$ cat src/rtl/imm_extend_pipe_if.sv
// imm_extend_pipe_if
//   Handshake bundle for the immediate-extension stage.
//   Input side : in_valid/in_ready with in_imm (IN_W) and in_mode (2).
//   Output side: out_valid/out_ready with out_data (OUT_W) and out_neg.
//   slave  : the extension stage itself.
//   master : the environment (decode producer + operand consumer).
interface imm_extend_pipe_if #(
    parameter int IN_W  = 4,
    parameter int OUT_W = 16
);
    logic             in_valid;
    logic             in_ready;
    logic [IN_W-1:0]  in_imm;
    logic [1:0]       in_mode;
    logic             out_valid;
    logic             out_ready;
    logic [OUT_W-1:0] out_data;
    logic             out_neg;

    modport slave (
        input  in_valid, in_imm, in_mode, out_ready,
        output in_ready, out_valid, out_data, out_neg
    );

    modport master (
        output in_valid, in_imm, in_mode, out_ready,
        input  in_ready, out_valid, out_data, out_neg
    );
endinterface

$ cat src/rtl/imm_extend_pipe.sv
// imm_extend_pipe
//   Registered immediate-extension stage with a 2-entry skid buffer.
//   Modes: 00 sign-extend, 01 zero-extend, 10 sign-extend then shift left
//   by SHAMT, 11 immediate placed in the upper IN_W bits.
// Ports
//   clk    : rising-edge clock
//   rst_n  : asynchronous active-low reset
//   bus    : imm_extend_pipe_if.slave (in_* handshake + immediate/mode,
//            out_* handshake + extended data and its sign bit)
module imm_extend_pipe #(
    parameter int IN_W  = 4,
    parameter int OUT_W = 16,
    parameter int SHAMT = 1
) (
    input  logic                  clk,
    input  logic                  rst_n,
    imm_extend_pipe_if.slave      bus
);
    typedef enum logic [1:0] {EMPTY, ONE, FULL} state_t;

    state_t           state, state_nx;
    logic [OUT_W-1:0] out_q, skid_q, ext_in, out_nx;
    logic             neg_q;
    logic             accept, drain;
    logic             load_out, load_skid, from_skid;

    // Extension is done before registering so both entries hold finished
    // operands; a later mode change cannot touch stored items.
    function automatic logic [OUT_W-1:0] extend(input logic [IN_W-1:0] imm,
                                                input logic [1:0]      mode);
        logic [OUT_W-1:0] sx, zx;
        sx = OUT_W'($signed(imm));
        zx = OUT_W'(imm);
        case (mode)
            2'b00:   extend = sx;
            2'b01:   extend = zx;
            2'b10:   extend = sx << SHAMT;
            default: extend = zx << (OUT_W - IN_W);
        endcase
    endfunction

    assign ext_in = extend(bus.in_imm, bus.in_mode);

    // in_ready depends on state only, so out_ready never reaches it
    // combinationally.
    assign bus.in_ready  = (state != FULL);
    assign bus.out_valid = (state != EMPTY);
    assign bus.out_data  = out_q;
    assign bus.out_neg   = neg_q;

    assign accept = bus.in_valid && bus.in_ready;
    assign drain  = bus.out_valid && bus.out_ready;

    always_ff @(posedge clk or negedge rst_n) begin
        if (!rst_n) state <= EMPTY;
        else        state <= state_nx;
    end

    always_comb begin
        state_nx  = state;
        load_out  = 1'b0;
        load_skid = 1'b0;
        from_skid = 1'b0;
        case (state)
            EMPTY: begin
                if (accept) begin
                    load_out = 1'b1;
                    state_nx = ONE;
                end
            end
            ONE: begin
                if (accept && drain) begin
                    load_out = 1'b1;
                end else if (accept) begin
                    load_skid = 1'b1;
                    state_nx  = FULL;
                end else if (drain) begin
                    state_nx  = EMPTY;
                end
            end
            FULL: begin
                if (drain) begin
                    load_out  = 1'b1;
                    from_skid = 1'b1;
                    state_nx  = ONE;
                end
            end
            default: state_nx = EMPTY;
        endcase
    end

    assign out_nx = from_skid ? skid_q : ext_in;

    always_ff @(posedge clk or negedge rst_n) begin
        if (!rst_n) begin
            out_q  <= '0;
            neg_q  <= 1'b0;
            skid_q <= '0;
        end else begin
            if (load_out) begin
                out_q <= out_nx;
                neg_q <= out_nx[OUT_W-1];
            end
            if (load_skid) skid_q <= ext_in;
        end
    end
endmodule

$ cat src/flat_wrapper.sv
// flat-port wrapper written by rule: the top's interface ports become plain ports
module imm_extend_pipe_flat 
#(
    parameter int IN_W  = 4,
    parameter int OUT_W = 16,
    parameter int SHAMT = 1
)
  (clk, rst_n, bus_in_valid, bus_in_imm, bus_in_mode, bus_out_ready, bus_in_ready, bus_out_valid, bus_out_data, bus_out_neg);
  imm_extend_pipe_if #(.IN_W(IN_W), .OUT_W(OUT_W)) bus_i ();
  input  logic clk;
  input  logic rst_n;
  input wire logic [$bits(bus_i.in_valid)-1:0] bus_in_valid;
  input wire logic [$bits(bus_i.in_imm)-1:0] bus_in_imm;
  input wire logic [$bits(bus_i.in_mode)-1:0] bus_in_mode;
  input wire logic [$bits(bus_i.out_ready)-1:0] bus_out_ready;
  output wire logic [$bits(bus_i.in_ready)-1:0] bus_in_ready;
  output wire logic [$bits(bus_i.out_valid)-1:0] bus_out_valid;
  output wire logic [$bits(bus_i.out_data)-1:0] bus_out_data;
  output wire logic [$bits(bus_i.out_neg)-1:0] bus_out_neg;
  assign bus_i.in_valid = bus_in_valid;
  assign bus_i.in_imm = bus_in_imm;
  assign bus_i.in_mode = bus_in_mode;
  assign bus_i.out_ready = bus_out_ready;
  assign bus_in_ready = bus_i.in_ready;
  assign bus_out_valid = bus_i.out_valid;
  assign bus_out_data = bus_i.out_data;
  assign bus_out_neg = bus_i.out_neg;
  imm_extend_pipe #(.IN_W(IN_W), .OUT_W(OUT_W), .SHAMT(SHAMT)) u_core (.clk(clk), .rst_n(rst_n), .bus(bus_i));
endmodule
$ cat config.mk
export PLATFORM = sky130hd
export DESIGN_NAME = imm_extend_pipe_flat
export DESIGN_NICKNAME = d
export VERILOG_FILES = /design/src/rtl/imm_extend_pipe_if.sv /design/src/rtl/imm_extend_pipe.sv /design/src/flat_wrapper.sv
export SDC_FILE = /design/constraint.sdc
export NUM_CORES = 1
export LEC_CHECK = 0
export CAP_MARGIN = 15
export CORE_ASPECT_RATIO = 0.75
export CORE_MARGIN = 2
export CORE_UTILIZATION = 40
export CTS_CLUSTER_SIZE = 16
export DETAILED_ROUTE_END_ITERATION = 12
export GPL_TIMING_DRIVEN = 0
export PLACE_DENSITY = 0.68
export SYNTH_ARGS = -nofsm -noshare
export SYNTH_HDL_FRONTEND = slang
export SYNTH_SLANG_ARGS = --single-unit
$ cat constraint.sdc
create_clock -name clk -period 1.9 [get_ports clk]
set_clock_uncertainty 0.2 [all_clocks]
set_input_delay 0.38 -clock clk [delete_from_list [all_inputs] [get_ports clk]]
set_output_delay 0.38 -clock clk [all_outputs]
set_load 0.01 [all_outputs]
==> run summary <==
worst reg2reg path depth - 3
Rel. slew slack - 40.69%
Via-to-Cell Ratio - 5.093
HPWL Detailed - 1771 um
Total Routing Usage GR - 18.41%
Finish-stage setup viols - 0
Worst setup EP type - primary output
Mapped Area - 1070 um2
Area growth syn-to-layout - 32.98%
chip width - 63.72 um
die height - 48.79 um
routability congestion estimate - 0.7620
Max Fclk - 549.0 MHz
FF+latch count, synth - 20
layout cell share with drive strength beyond 1 - 20.41%
HP Class - register to register
total iterations of the first detailed-routing run - 4
Max VDD drop - 0.0008701 V
total number of vias - 932
hold_sp - u_core.skid_q[14]
maximum root-to-sink buffer count - 2
crit start category - register
CP max-delay cell - dfrtp_2
Ports - 29
worst setup path class - register to primary output
RSZ-0062 raised after global routing - false
initial antenna violation count - 0
post-route ant nets - 0
max-slew violation count - 0
Distinct cells, synth - 30
total power - 1.623 mW
flop2flop setup slack - 0.35 ns
setup tns final - 0 ns
nets@finish - 158
Worst Path Buf+Inv - 1
actual slew at the worst max-slew pin - 0.8869 ns
H-Tree Depth - 1
largest stage delay on the critical path - 0.47 ns
ordered cell list for the critical path - nand2b_1, dlygate4sd2_1
worst hold path depth - 2
Post-Route WL - 2555 um
core box area - 2582 um2
placed cells - 180
Pleak - 0.6515 nW
most frequent cells in the layout - nand2_1, dfrtp_1, buf_4, clkdlybuf4s50_1, o21ai_0
commonest non-fill, non-tap cell in the layout - nand2_1
Clock Latency Late Sink - 0.32 ns
DRT iter0 DRCs - 37
GR Overflow Total - 0
Die Area - 3108 um2
Final Critical Period - 1.822 ns
reg2reg end - u_core.bus.out_data[14]
Non-Filler Instances - 183
diodes inserted - 0
Initial Util - 41.42%
FF/Latch Area - 504.2 um2
Worst-path clk slew - 0.12 ns
CTS root buf - clkbuf_4
Crit path max-delay family - flip-flops
pin count of the biggest net entering global routing - 21
status - complete, no violations
crit-path max FO - 9
Power Density - 1141 nW/um2
CTS Sinks - 20
PortBufs - 28
arrival time worst endpoint - 1.24 ns
hold endpoint - u_core.skid_q[14]
Required @ worst endpoint - 1.32 ns
Fin. Hold Viols - 0
DRC - 0
first-pass GRT wire length - 4326 um
mean post-synth cell area - 9.222 um2
register area share after synthesis - 46.78%
fillers - 244
CTS tree - done
area of the multi-input gates - 451.7 um2
final period utilization - 95.87%
Max Cap Viol - 0
number of warning messages in the yosys log - 0
Gate Count Post-Synth - 116
TritonCTS Buffers - 3
worst r2r src - u_core.state[1]
wire length per cell - 13.96 um
vias in the first global route - 905
Mapped Nets - 126
row count - 16
-- final cells by class --
| class | instances | share of cell area [%] |
|---|---|---|
| timing repair buffer | 28 | 18.03 |
| clock buffer | 3 | 1.583 |
| multi-input combinational | 78 | 31.75 |
| buffer | 12 | 6.596 |
| tap | 36 | 3.166 |
| sequential | 20 | 35.44 |
| clock inverter | 1 | 2.111 |
| inverter | 5 | 1.319 |
-- report_power, final --
group          total (mW)  internal (mW)  switching [mW]
sequential          0.653          0.560          0.0935
clock               0.351          0.214           0.137
combinational       0.619          0.351           0.268
total                1.62           1.12           0.499
-- logic make-up (layout without fill, tap and decap cells) --
group / after synthesis / after routing / synth area share (%)
AO/OA/AOI/OAI: 30 / 30 / 16.96
buffers and inverters: 18 / 49 / 10.99
flip-flops: 20 / 20 / 46.78
multiplexers: 1 / 1 / 0.9357
AND/OR/NAND/NOR: 47 / 47 / 24.33
-- stage by stage --
step | setup WS, ns | hold slack (ns) | cell area [um2] | utilization [%]
after global placement | -0.1742 | 0.2607 | 1395 | 54.02
after CTS | -0.07458 | 0.2957 | 1430 | 55.38
after floorplan | 0.5195 | -0.1156 | 1070 | -
final | 0.07849 | 0.2937 | 1423 | 55.09
after detailed placement | -0.1947 | 0.2663 | 1395 | 54.02
after global routing | 0.01734 | 0.3318 | 1423 | 55.09
-- worst max-delay path by stage --
stage | start | endpoint | slack, ns | depth (start not counted)
global placement | bus_out_ready | u_core.skid_q[3] | -0.17 | 5
detailed placement | bus_out_ready | u_core.skid_q[3] | -0.19 | 5
CTS | u_core.state[1] | bus_out_valid | -0.07 | 3
finish | u_core.state[0] | bus_in_ready | 0.08 | 2
global route | u_core.bus.out_data[3] | bus_out_data[3] | 0.02 | 1
floorplan | u_core.state[1] | u_core.skid_q[1] | 0.52 | 5
-- layer usage --
layer | vias up | track usage [%] | wire, um
met4 | 0 | 4.710 | 27
met1 | 447 | 23.92 | 1154
met2 | 23 | 30.53 | 1255
met3 | 4 | 5.081 | 118
li1 | 458 | - | -
met5 | - | 0 | 0
-- flip-flops by register name, summed over array words and instances, names as in the netlist --
| register | flops |
|---|---|
| u_core.skid_q | 9 |
| u_core.bus.out_data | 9 |
| u_core.state | 2 |
-- cells in the mapped netlist (all sizes together) --
library cell  instances  area share (%)
o31ai                 3             2.1
and3                  3             1.8
dfrtp                20              47
and4bb                1             1.2
inv                   5             1.8
a31oi                 1            0.59
o221ai                4             3.3
buf                  11             8.4
clkbuf                2            0.82
nor2b                 7             4.8
and3b                 1            0.82
a21oi                 7             3.3
o22ai                 1            0.59
mux2i                 1            0.94
or2b                  1             1.1
nand3                 1            0.47
nand2b                3             1.8
a211oi                1            0.70
o21ai                12             5.6
nand2                22             7.7
a311oi                1            0.82
or2                   1            0.59
nand3b                1            0.70
nor4                  3             1.8
nor2                  2            0.70
nand4bb               1             1.1
-- tightest hold or removal path, stage by stage (launching register included) --
cell,delay (ns)
dfrtp_1,0.36
nand2_1,0.05
nand2_1,0.06
-- repair_timing --
| action | CTS | global route |
|---|---|---|
| setup buffers | 0 | 0 |
| setup endpoints to repair | 11 | 3 |
| gates resized for setup | 14 | 4 |
| hold buffers | 0 | 0 |
No activity file was read; power rests on OpenSTA's default activity.
